## src/rtl/jtframe_cab_inputs.sv

```systemverilog
// Cabinet input merger: PS/2 keys plus joystick words, giving registered active-low controls.
// Optional build macro JTFRAME_AUTOFIRE_EN adds free-running autofire on button0.
module jtframe_cab_inputs #(
    parameter int          PLAYERS      = 2,
    parameter int          BUTTONS      = 1,
    parameter logic [15:0] COIN_CYCLES  = 16'd4000,
    parameter int          AUTOFIRE_DIV = 20
) (
    input  logic                           clk,
    input  logic                           rst,
    input  logic [10:0]                    ps2_key,
    input  logic [16*PLAYERS-1:0]          joy_in,
    input  logic                           pause_clr,
    output logic [(4+BUTTONS)*PLAYERS-1:0] joystick_n,
    output logic [PLAYERS-1:0]             start_n,
    output logic [PLAYERS-1:0]             coin_n,
    output logic                           pause
);

    localparam int JW = 4 + BUTTONS;
    localparam int CW = $clog2(int'(COIN_CYCLES) + 1);
    localparam logic [CW-1:0] COIN_LOAD = CW'(COIN_CYCLES);

    logic [3:0] key_dir;
    logic [2:0] key_btn;
    logic [1:0] key_start;
    logic [1:0] key_coin;
    logic       key_pause;
    logic       tog;
    logic       init;

    logic [JW*PLAYERS-1:0] joy_req;
    logic [PLAYERS-1:0]    start_req;
    logic [PLAYERS-1:0]    coin_req;
    logic                  pause_req;
    logic                  pause_prev;
    logic [PLAYERS-1:0]    coin_prev;
    logic [CW-1:0]         coin_cnt [PLAYERS];
    logic                  af_gate;

    logic unused;
    assign unused = ^{ps2_key[8], joy_in};

    // The first cycle after reset only samples the toggle, so a stale event is not decoded.
    always_ff @(posedge clk or posedge rst) begin
        if (rst) begin
            key_dir   <= '0;
            key_btn   <= '0;
            key_start <= '0;
            key_coin  <= '0;
            key_pause <= 1'b0;
            tog       <= 1'b0;
            init      <= 1'b1;
        end else if (init) begin
            tog  <= ps2_key[10];
            init <= 1'b0;
        end else if (ps2_key[10] != tog) begin
            tog <= ps2_key[10];
            case (ps2_key[7:0])
                8'h75: key_dir[3]   <= ps2_key[9];
                8'h72: key_dir[2]   <= ps2_key[9];
                8'h6B: key_dir[1]   <= ps2_key[9];
                8'h74: key_dir[0]   <= ps2_key[9];
                8'h14: key_btn[0]   <= ps2_key[9];
                8'h11: key_btn[1]   <= ps2_key[9];
                8'h29: key_btn[2]   <= ps2_key[9];
                8'h05: key_start[0] <= ps2_key[9];
                8'h06: key_start[1] <= ps2_key[9];
                8'h04: key_coin[0]  <= ps2_key[9];
                8'h03: key_coin[1]  <= ps2_key[9];
                8'h0C: key_pause    <= ps2_key[9];
                default: ;
            endcase
        end
    end

`ifdef JTFRAME_AUTOFIRE_EN
    logic [AUTOFIRE_DIV:0] af_cnt;

    always_ff @(posedge clk or posedge rst) begin
        if (rst) af_cnt <= '0;
        else     af_cnt <= af_cnt + 1'b1;
    end

    assign af_gate = ~af_cnt[AUTOFIRE_DIV];
`else
    assign af_gate = 1'b1;
`endif

    logic [7:0] kbtn;
    logic [3:0] kstart;
    logic [3:0] kcoin;

    assign kbtn   = {5'd0, key_btn};
    assign kstart = {2'd0, key_start};
    assign kcoin  = {2'd0, key_coin};
    assign pause_req = key_pause | joy_in[14];

    // Keyboard keys only ever belong to player 0, except start/coin for player 1.
    always_comb begin
        joy_req   = '0;
        start_req = '0;
        coin_req  = '0;
        for (int p = 0; p < PLAYERS; p++) begin
            joy_req[p*JW +: 4] = joy_in[16*p +: 4] | ((p == 0) ? key_dir : 4'd0);
            for (int b = 0; b < BUTTONS; b++) begin
                joy_req[p*JW+4+b] = joy_in[16*p+4+b] | ((p == 0) & kbtn[b]);
            end
            joy_req[p*JW+4] = joy_req[p*JW+4] & af_gate;
            start_req[p] = joy_in[16*p+12] | kstart[p];
            coin_req[p]  = joy_in[16*p+13] | kcoin[p];
        end
    end

    always_ff @(posedge clk or posedge rst) begin
        if (rst) begin
            joystick_n <= '1;
            start_n    <= '1;
        end else begin
            joystick_n <= ~joy_req;
            start_n    <= ~start_req;
        end
    end

    // A rising coin edge (re)loads the stretch counter; a held coin stays low afterwards.
    always_ff @(posedge clk or posedge rst) begin
        if (rst) begin
            coin_n    <= '1;
            coin_prev <= '0;
            for (int p = 0; p < PLAYERS; p++) coin_cnt[p] <= '0;
        end else begin
            for (int p = 0; p < PLAYERS; p++) begin
                coin_prev[p] <= coin_req[p];
                if (coin_req[p] && !coin_prev[p]) begin
                    coin_cnt[p] <= COIN_LOAD;
                    coin_n[p]   <= 1'b0;
                end else if (coin_cnt[p] != '0) begin
                    coin_cnt[p] <= coin_cnt[p] - CW'(1);
                    coin_n[p]   <= (coin_cnt[p] == CW'(1)) ? ~coin_req[p] : 1'b0;
                end else begin
                    coin_n[p] <= ~coin_req[p];
                end
            end
        end
    end

    always_ff @(posedge clk or posedge rst) begin
        if (rst) begin
            pause      <= 1'b0;
            pause_prev <= 1'b0;
        end else begin
            pause_prev <= pause_req;
            if (pause_clr)
                pause <= 1'b0;
            else if (pause_req && !pause_prev)
                pause <= ~pause;
        end
    end

endmodule

```

## config.mk

```make
export PLATFORM = sky130hd
export DESIGN_NAME = jtframe_cab_inputs
export DESIGN_NICKNAME = d
export VERILOG_FILES = /design/src/rtl/jtframe_cab_inputs.sv
export SDC_FILE = /design/constraint.sdc
export NUM_CORES = 1
export LEC_CHECK = 0
export BUFFER_PORTS_ARGS = -buffer_cell sky130_fd_sc_hd__buf_4
export CAP_MARGIN = 5
export CORE_MARGIN = 4
export CORE_UTILIZATION = 30
export CTS_CLUSTER_DIAMETER = 30
export DETAILED_ROUTE_END_ITERATION = 12
export MAX_ROUTING_LAYER = met4
export PLACE_DENSITY = 0.49
export SETUP_SLACK_MARGIN = 0.05
export SLEW_MARGIN = 20
export SYNTH_ARGS = -nofsm -noshare
export SYNTH_HDL_FRONTEND = slang
export SYNTH_SLANG_ARGS = --single-unit
```

## constraint.sdc

```tcl
create_clock -name clk -period 4.8 [get_ports clk]
set_clock_uncertainty 0.05 [all_clocks]
set_input_delay 0.96 -clock clk [delete_from_list [all_inputs] [get_ports clk]]
set_output_delay 0.96 -clock clk [all_outputs]
set_load 0.01 [all_outputs]
```

### After elaboration in Yosys (flattened, before gate mapping)

Cells that the tools add are included.
Widths: inputs -> output; s select.

* output and inout bits: 15
* word-level logic and storage cells: 84
* bits in registers: 54
* input bits: 46

* mux-type cells: 14
* equal/unequal tests: 13
* bitwise logic cells: 13
* reduce and logical (&&, ||, !) cells: 22
* $add $sub $neg: 2

Operators by type and width (number)
* $mux 12: 4
* $eq 8x7->1 const B: 4
* $reduce_and 3->1: 10
* $eq 12x1->1 const B: 2
* $eq 8x3->1 const B: 3
* $reduce_bool 12->1: 2
* $sub 12x1->12 const B: 2
* $mux 1: 10
* $not 10->10: 1
* $eq 8x2->1 const B: 1
* $eq 8x4->1 const B: 1
* $eq 8x5->1 const B: 1
* $reduce_bool 2->1: 4
* $or 1x1->1: 6
* $not 1->1: 4
* $or 4x4->4: 1
* $logic_and 1x1->1: 3
* $logic_not 1->1: 3
* $not 2->2: 1
* $ne 1x1->1: 1

### Longest topological paths before layout

Gate-level depths: netlist of the first run.

* depth after elaboration: 5
* mapped depth: 6
* gate-level depth less buffers: 6

### Worst setup path after synthesis of the first run

Ideal clock, no wire load.

* path type: input port to flip-flop
* start: in ps2_key[10]
* end: reg key_dir[3]
* data arrival time: 1995 ps
* data required time: 4625 ps
* path slack: 2630 ps
* stages on the path: 4
* library setup time: 125 ps
* path buffers: 0
* path through: xnor2_1 -> nor4_1 -> nand3_1 -> mux2_2

* word-level cells in the longest chain between the ends: 2

RTL lines
* start: declaration: RTL line 11 `input logic [10:0] ps2_key,`
* $ne 1x1->1: RTL line 57 `end else if (ps2_key[10] != tog) begin`
* $reduce_and 3->1 (no line)
* end signal: assignment: RTL line 60 `8'h75: key_dir[3] <= ps2_key[9];`
* end: declaration: RTL line 24 `logic [3:0] key_dir;`

No other way between the ends.
A chain may end at the register's enable or synchronous reset.

### Worst setup path in the final report of the first run

Ends and elaborated chain as after synthesis.

==> results of run 1 <==
-- layout by cell type (no fill, tap or decap), types with 5 or more instances in the layout --
master     n
a21oi_1    6
buf_4     43
clkbuf_8   5
dfrtp_1   39
dfstp_2   15
ha_1       6
inv_1     12
mux2_2    10
nand2_1   15
nand3_1   10
nand3b_1   5
nor2_1    24
nor4_1     6
o21ai_0    5
xnor2_1    7
-- synth_stat cells, drive strengths merged, types with 3 or more instances --
library cell / n
a211o: 4
a211oi: 3
a21oi: 6
a31oi: 4
dfrtp: 39
dfstp: 15
ha: 6
inv: 13
mux2: 10
nand2: 15
nand2b: 4
nand3: 10
nand3b: 5
nand4: 4
nor2: 24
nor2b: 4
nor3: 4
nor4: 9
o21ai: 5
or2: 4
or3: 3
or3b: 3
or4: 5
xnor2: 7
-- cells by family after synthesis --
| kind of cell | Yosys count | synth area share |
|---|---|---|
| other cells | 1 | 0.00151 |
| compound gates | 31 | 0.0889 |
| simple gates | 100 | 0.230 |
| flops | 54 | 0.550 |
| xor+xnor | 9 | 0.0316 |
| fa+ha+maj | 6 | 0.0301 |
| mux | 10 | 0.0452 |
| buf+inv | 15 | 0.0226 |
-- per-layer routing --
layer	vias up	GRT usage	part of all wire
met4	0	0.0410	0.019
met2	42	0.173	0.45
met5	-	-	0
met3	8	0.0330	0.059
met1	889	0.139	0.47
li1	906	-	-
-- sequential cells by signal, summed over array words and instances, names as in the netlist --
signal	flops
start_n	2
key_dir	4
tog	1
key_start	2
pause	1
coin_prev	2
key_coin	2
joystick_n	10
coin_cnt	24
init	1
key_pause	1
key_btn	1
coin_n	2
pause_prev	1
-- worst max-delay path, stage by stage --
cell	delay [ns]
buf_4	0.12
xnor2_1	0.14
nor4_1	0.63
nand3_1	0.19
mux2_2	0.31
-- through the flow --
stage          cell area (µm²)  cells
4_1_cts                   3040    377
3_3_place_gp              2930    369
3_5_place_dp              2930    369
6_report                  3040    377
2_1_floorplan             2490    226
5_1_grt                   3040    377
-- final cells by class --
class                   count  area, µm²
clock inverters             3       40.0
well taps                 102        128
flip-flops and latches     54       1370
multi-input cells         157       1060
clock buffers               5       68.8
repair buffers             43        323
fillers                   783       4840
inverters                  13       48.8
-- worst min-delay path by stage --
stage | depth (start not counted) | end | slack (ns) | start
after floorplan | 1 | joystick_n[0] | 0.31 | key_dir[0]
after global placement | 1 | joystick_n[2] | 0.32 | key_dir[2]
final | 1 | start_n[1] | 0.34 | key_start[1]
after CTS | 1 | start_n[1] | 0.34 | key_start[1]
after detailed placement | 1 | start_n[1] | 0.33 | key_start[1]
after global routing | 1 | joystick_n[2] | 0.35 | key_dir[2]
-- power breakdown --
part           internal (mW)  switching (mW)
Clock                  0.154           0.150
Combinational          0.126           0.126
Sequential             0.524          0.0800
==> out/results.tsv, run 1 <==
stage	metric	value	unit
clocking	clk buf depth	2	
cells_and_area	Final nets	326	
route	First-pass DRT Iterations	4	
route	total number of vias	1845	
sta	PnR worst setup slack	2.60	ns
clocking	Clock Sinks	54	
critical_path	r2r worst-path depth	6	
route	Residual DRC	0	
critical_path	r2r startpoint	coin_cnt[0]	
clocking	cts repair resizes	0	
cells_and_area	share of cells above drive strength 1	0.331	
global_routing	initial antenna violation count	0	
clocking	TritonCTS clock tree	built	
clocking	TritonCTS Buffers	5	
sta	fin crit period	2.20	ns
sta	final hold vios	0	
synth	Post-synth EDFFs	0	
floorplanning	Core Area	0.00789	mm²
placement	routability congestion estimate	0.834	
critical_path	FF-to-FF End	coin_cnt[10]	
placement	detailed placement HPWL	3730	µm
sta	fmax	454	MHz
cells_and_area	# diodes	0	
synth	Syn Nets	278	
floorplanning	starting density of the core	0.316	
sta	Slew HR	0.505	
clocking	H-tree levels	2	
synth	top cell type by total area after synthesis	dfrtp_1	
floorplanning	die height	99.1	µm
placement	Post-Place Setup Slack	2.30	ns
clocking	CTS Hold Buffers Added	0	
global_routing	gr ovfl total	0	
floorplanning	die width	99.1	µm
global_routing	GR Util All Layers	0.112	
global_routing	number of global-route vias before repair	1846	
critical_path	Crit Path Class	in2reg	
synth	Yosys cell types	44	
synth	Post-Synthesis Cell Area	0.00249	mm²
synth	most common flop cell mapped by yosys	dfrtp_1	
sta	worst slew pin tran	0.736	ns
sta	crit share post-route	0.458	
route	1st-iter DRT viols	76	
critical_path	Worst setup EP type	register	
run	max-cap violation count	0	
floorplanning	site row count	32	
power	total power	1.16	mW
sta	max-slew violations	0	
critical_path	Worst Path Required	4.95	ns
critical_path	FF-to-FF setup slack	2.69	ns
clocking	clock latency on the worst-skew pair	0.30	ns
sta	Final setup viols	0	
cells_and_area	synthesis-to-layout area growth	22.1	%
power	P per Cell Area	381	mW/mm²
critical_path	CP Max Fanout	5	
sta	RSZ-0062 raised after global routing	false	
critical_path	CP arrival	2.35	ns
power	VDD IR max	0.137	mV
synth	Yosys reg bits	54	
global_routing	largest net degree at the start of global routing	42	
global_routing	first-pass GRT wire length	8630	µm
hold_path	worst min path class	reg2reg	
floorplanning	IO Count	61	
synth	synth top area cells	dfrtp_1 39%, dfstp_2 16%, mux2_2 4.5%	
clocking	clk slew on worst S/H paths	0.09	ns
cells_and_area	Final Util	0.386	
synth	Synth Area per Inst	11.0	µm²
route	final wirelength	5060	µm
outcome	status	complete, no violations	
critical_path	crit start category	input port	
synth	Syn. warnings	0	
synth	post-synthesis sequential area ratio	0.550	
critical_path	CP Launch Point	ps2_key[10]	
sta	Setup TNS Final	0	ns
route	Routed Antenna Nets	0	
placement	# port buffers	42	
synth	share of the synthesized area in the top cell type	0.392	
synth	Post-Synthesis Cells	226	
clocking	post-CTS setup buffer count	0	
clocking	CTS Root Cell	clkbuf_8	
power	leakage	1.27	nW
route	routed len/inst	13.4	µm
synth	Async SR Flop Fraction	1.00	
critical_path	crit path to	key_dir[3]	
floorplanning	die footprint	0.00983	mm²
sta	Hold WS	0.339	ns
route	mean number of vias per cell	4.89	
(Power assumes the default switching activity.)
==> run 2, diff against run 1 <==
==> constraint.sdc (replaced) <==
create_clock -name clk -period 2.03 [get_ports clk]
set_clock_uncertainty 0.05 [all_clocks]
set_input_delay 0.406 -clock clk [delete_from_list [all_inputs] [get_ports clk]]
set_output_delay 0.406 -clock clk [all_outputs]
set_load 0.01 [all_outputs]
==> run 2 against run 1 <==
Effect of this change: via count grew 1.9%; register-to-register slack lost 2.5 ns; setup slack lost 2.4 ns; sequential power grew 130%; clock power grew 150%; critical endpoint is now coin_cnt[21]; largest cell class unchanged.
==> out/results.tsv, run 2 (synthesis results as in run 1) <==
stage	metric	value	unit
outcome	status	complete, no violations	
route	mean number of vias per cell	4.78	
cells_and_area	Largest regs	coin_cnt x24, joystick_n x10, key_dir x4	
cells_and_area	Final Util	0.406	
sta	Final setup viols	0	
cells_and_area	synthesis-to-layout area growth	28.5	%
floorplanning	die width	99.1	µm
cells_and_area	most frequent cells in the layout	57 x buf_4, 39 x dfrtp_1, 24 x nor2_1, 15 x nand2_1, 15 x dfstp_2	
placement	# port buffers	42	
critical_path	CP arrival	2.02	ns
placement	routability congestion estimate	0.848	
run	max-cap violation count	0	
global_routing	met2 Use GR	0.168	
floorplanning	Core Area	0.00789	mm²
power	leakage	1.37	nW
global_routing	GR Util All Layers	0.112	
sta	max-slew violations	0	
global_routing	met3 Use GR	0.0273	
clocking	H-tree levels	2	
global_routing	met1 Track Usage GR	0.150	
clocking	CTS Root Cell	clkbuf_8	
critical_path	WP buf/inv	2	
critical_path	FF-to-FF setup slack	0.21	ns
critical_path	crit-path max cell delay	0.39	ns
sta	worst slew pin tran	0.653	ns
floorplanning	site row count	32	
clocking	clock latency on the worst-skew pair	0.30	ns
global_routing	gr ovfl total	0	
sta	RSZ-0062 raised after global routing	false	
placement	detailed placement HPWL	3850	µm
sta	fmax	550	MHz
clocking	Clock Sinks	54	
sta	final hold vios	0	
route	1st-iter DRT viols	60	
clocking	TritonCTS clock tree	built	
cells_and_area	commonest non-fill, non-tap cell in the layout	buf_4	
critical_path	cell chain of the critical path	inv_1 -> ha_1 -> nor3b_1 -> buf_4 -> a211o_1 -> or3_1 -> nand3_1	
route	final wirelength	5040	µm
clocking	TritonCTS Buffers	5	
critical_path	Crit-path slowest cell	dfrtp_1	
hold_path	worst min path class	in2async	
route	First-pass DRT Iterations	4	
floorplanning	starting density of the core	0.316	
critical_path	crit start category	register	
cells_and_area	Final nets	342	
global_routing	first-pass GRT wire length	8800	µm
sta	crit share post-route	0.896	
floorplanning	die footprint	0.00983	mm²
global_routing	GRT busiest layer	met2	
sta	fin crit period	1.82	ns
cells_and_area	share of cells above drive strength 1	0.371	
power	VDD IR max	0.317	mV
critical_path	CP Max Fanout	5	
cells_and_area	largest reg by FF count	coin_cnt	
global_routing	number of global-route vias before repair	1875	
global_routing	largest net degree at the start of global routing	21	
cells_and_area	# diodes	0	
sta	Setup TNS Final	0	ns
global_routing	initial antenna violation count	0	
clocking	clk slew on worst S/H paths	0.10	ns
cells_and_area	max FFs per register	24	
clocking	clk buf depth	2	
critical_path	Crit Path Class	reg2reg	
route	Routed Antenna Nets	0	
power	P per Cell Area	893	mW/mm²
critical_path	Worst Path Required	2.23	ns
sta	Slew HR	0.563	
floorplanning	IO Count	61	
route	Residual DRC	0	
critical_path	CP top delay family	simple AND/OR/NAND/NOR gates	
floorplanning	die height	99.1	µm
route	routed len/inst	12.8	µm
critical_path	Worst setup EP type	register	
route	total number of vias	1880	
[run 2: through the flow]
| stage | instance area (µm²) | setup WS (ns) | std cells | hold slack (ns) | power [mW] |
|---|---|---|---|---|---|
| detailed placement | 3060 | 0.185 | 382 | 0.327 | 2.12 |
| floorplan | 2490 | 0.121 | 226 | 0.311 | 1.85 |
| global placement | 3060 | 0.178 | 382 | 0.327 | 2.11 |
| global route | 3200 | 0.0844 | 393 | 0.0661 | 3.05 |
| finish | 3200 | 0.212 | 393 | 0.0479 | 2.86 |
| CTS | 3170 | 0.161 | 390 | 0.0520 | 2.88 |
[run 2: path summary, 6_finish.rpt]
path,end,start,depth (start not counted)
setup / recovery,coin_cnt[21],coin_cnt[12],7
hold / removal,pause,rst,2
setup reg to reg,coin_cnt[21],coin_cnt[12],7
hold reg to reg,start_n[1],key_start[1],1
max in group asynchronous,joystick_n[4],rst,3
min in group clk,joystick_n[5],joy_in[16],2
[run 2: area by class of cell]
class,count,area [µm²]
fillers,785,4690
repair buffers,59,468
multi-input cells,157,1070
clock inverters,3,47.5
flip-flops and latches,54,1370
inverters,13,48.8
clock buffers,5,68.8
well taps,102,128
[run 2: routing by layer]
metal / routed length (µm) / up-vias
met2: 2290 / 41
met3: 234 / 4
met5: 0 / -
met1: 2470 / 897
met4: 48 / 0
li1: - / 938
[run 2: worst register-to-register path, stage by stage (launching register included)]
cell and delay, ns:
dfrtp_1 0.39, inv_1 0.07, ha_1 0.22, nor3b_1 0.14, buf_4 0.15, a211o_1 0.30, or3_1 0.35, nand3_1 0.08
[run 2: report_power, final]
part           internal [mW]  switching (mW)  leakage (nW)
Clock                  0.377           0.370        0.0606
Sequential              1.24           0.158         0.618
Combinational          0.369           0.344         0.690
[run 2: what timing repair did]
| action | 4_1_cts | 5_1_grt |
|---|---|---|
| hold buffers | 0 | 0 |
| resized for setup | 0 | 1 |
| setup buffers | 0 | 3 |
| setup endpoints to repair | 0 | 2 |
| hold endpoints to repair | 0 | 0 |
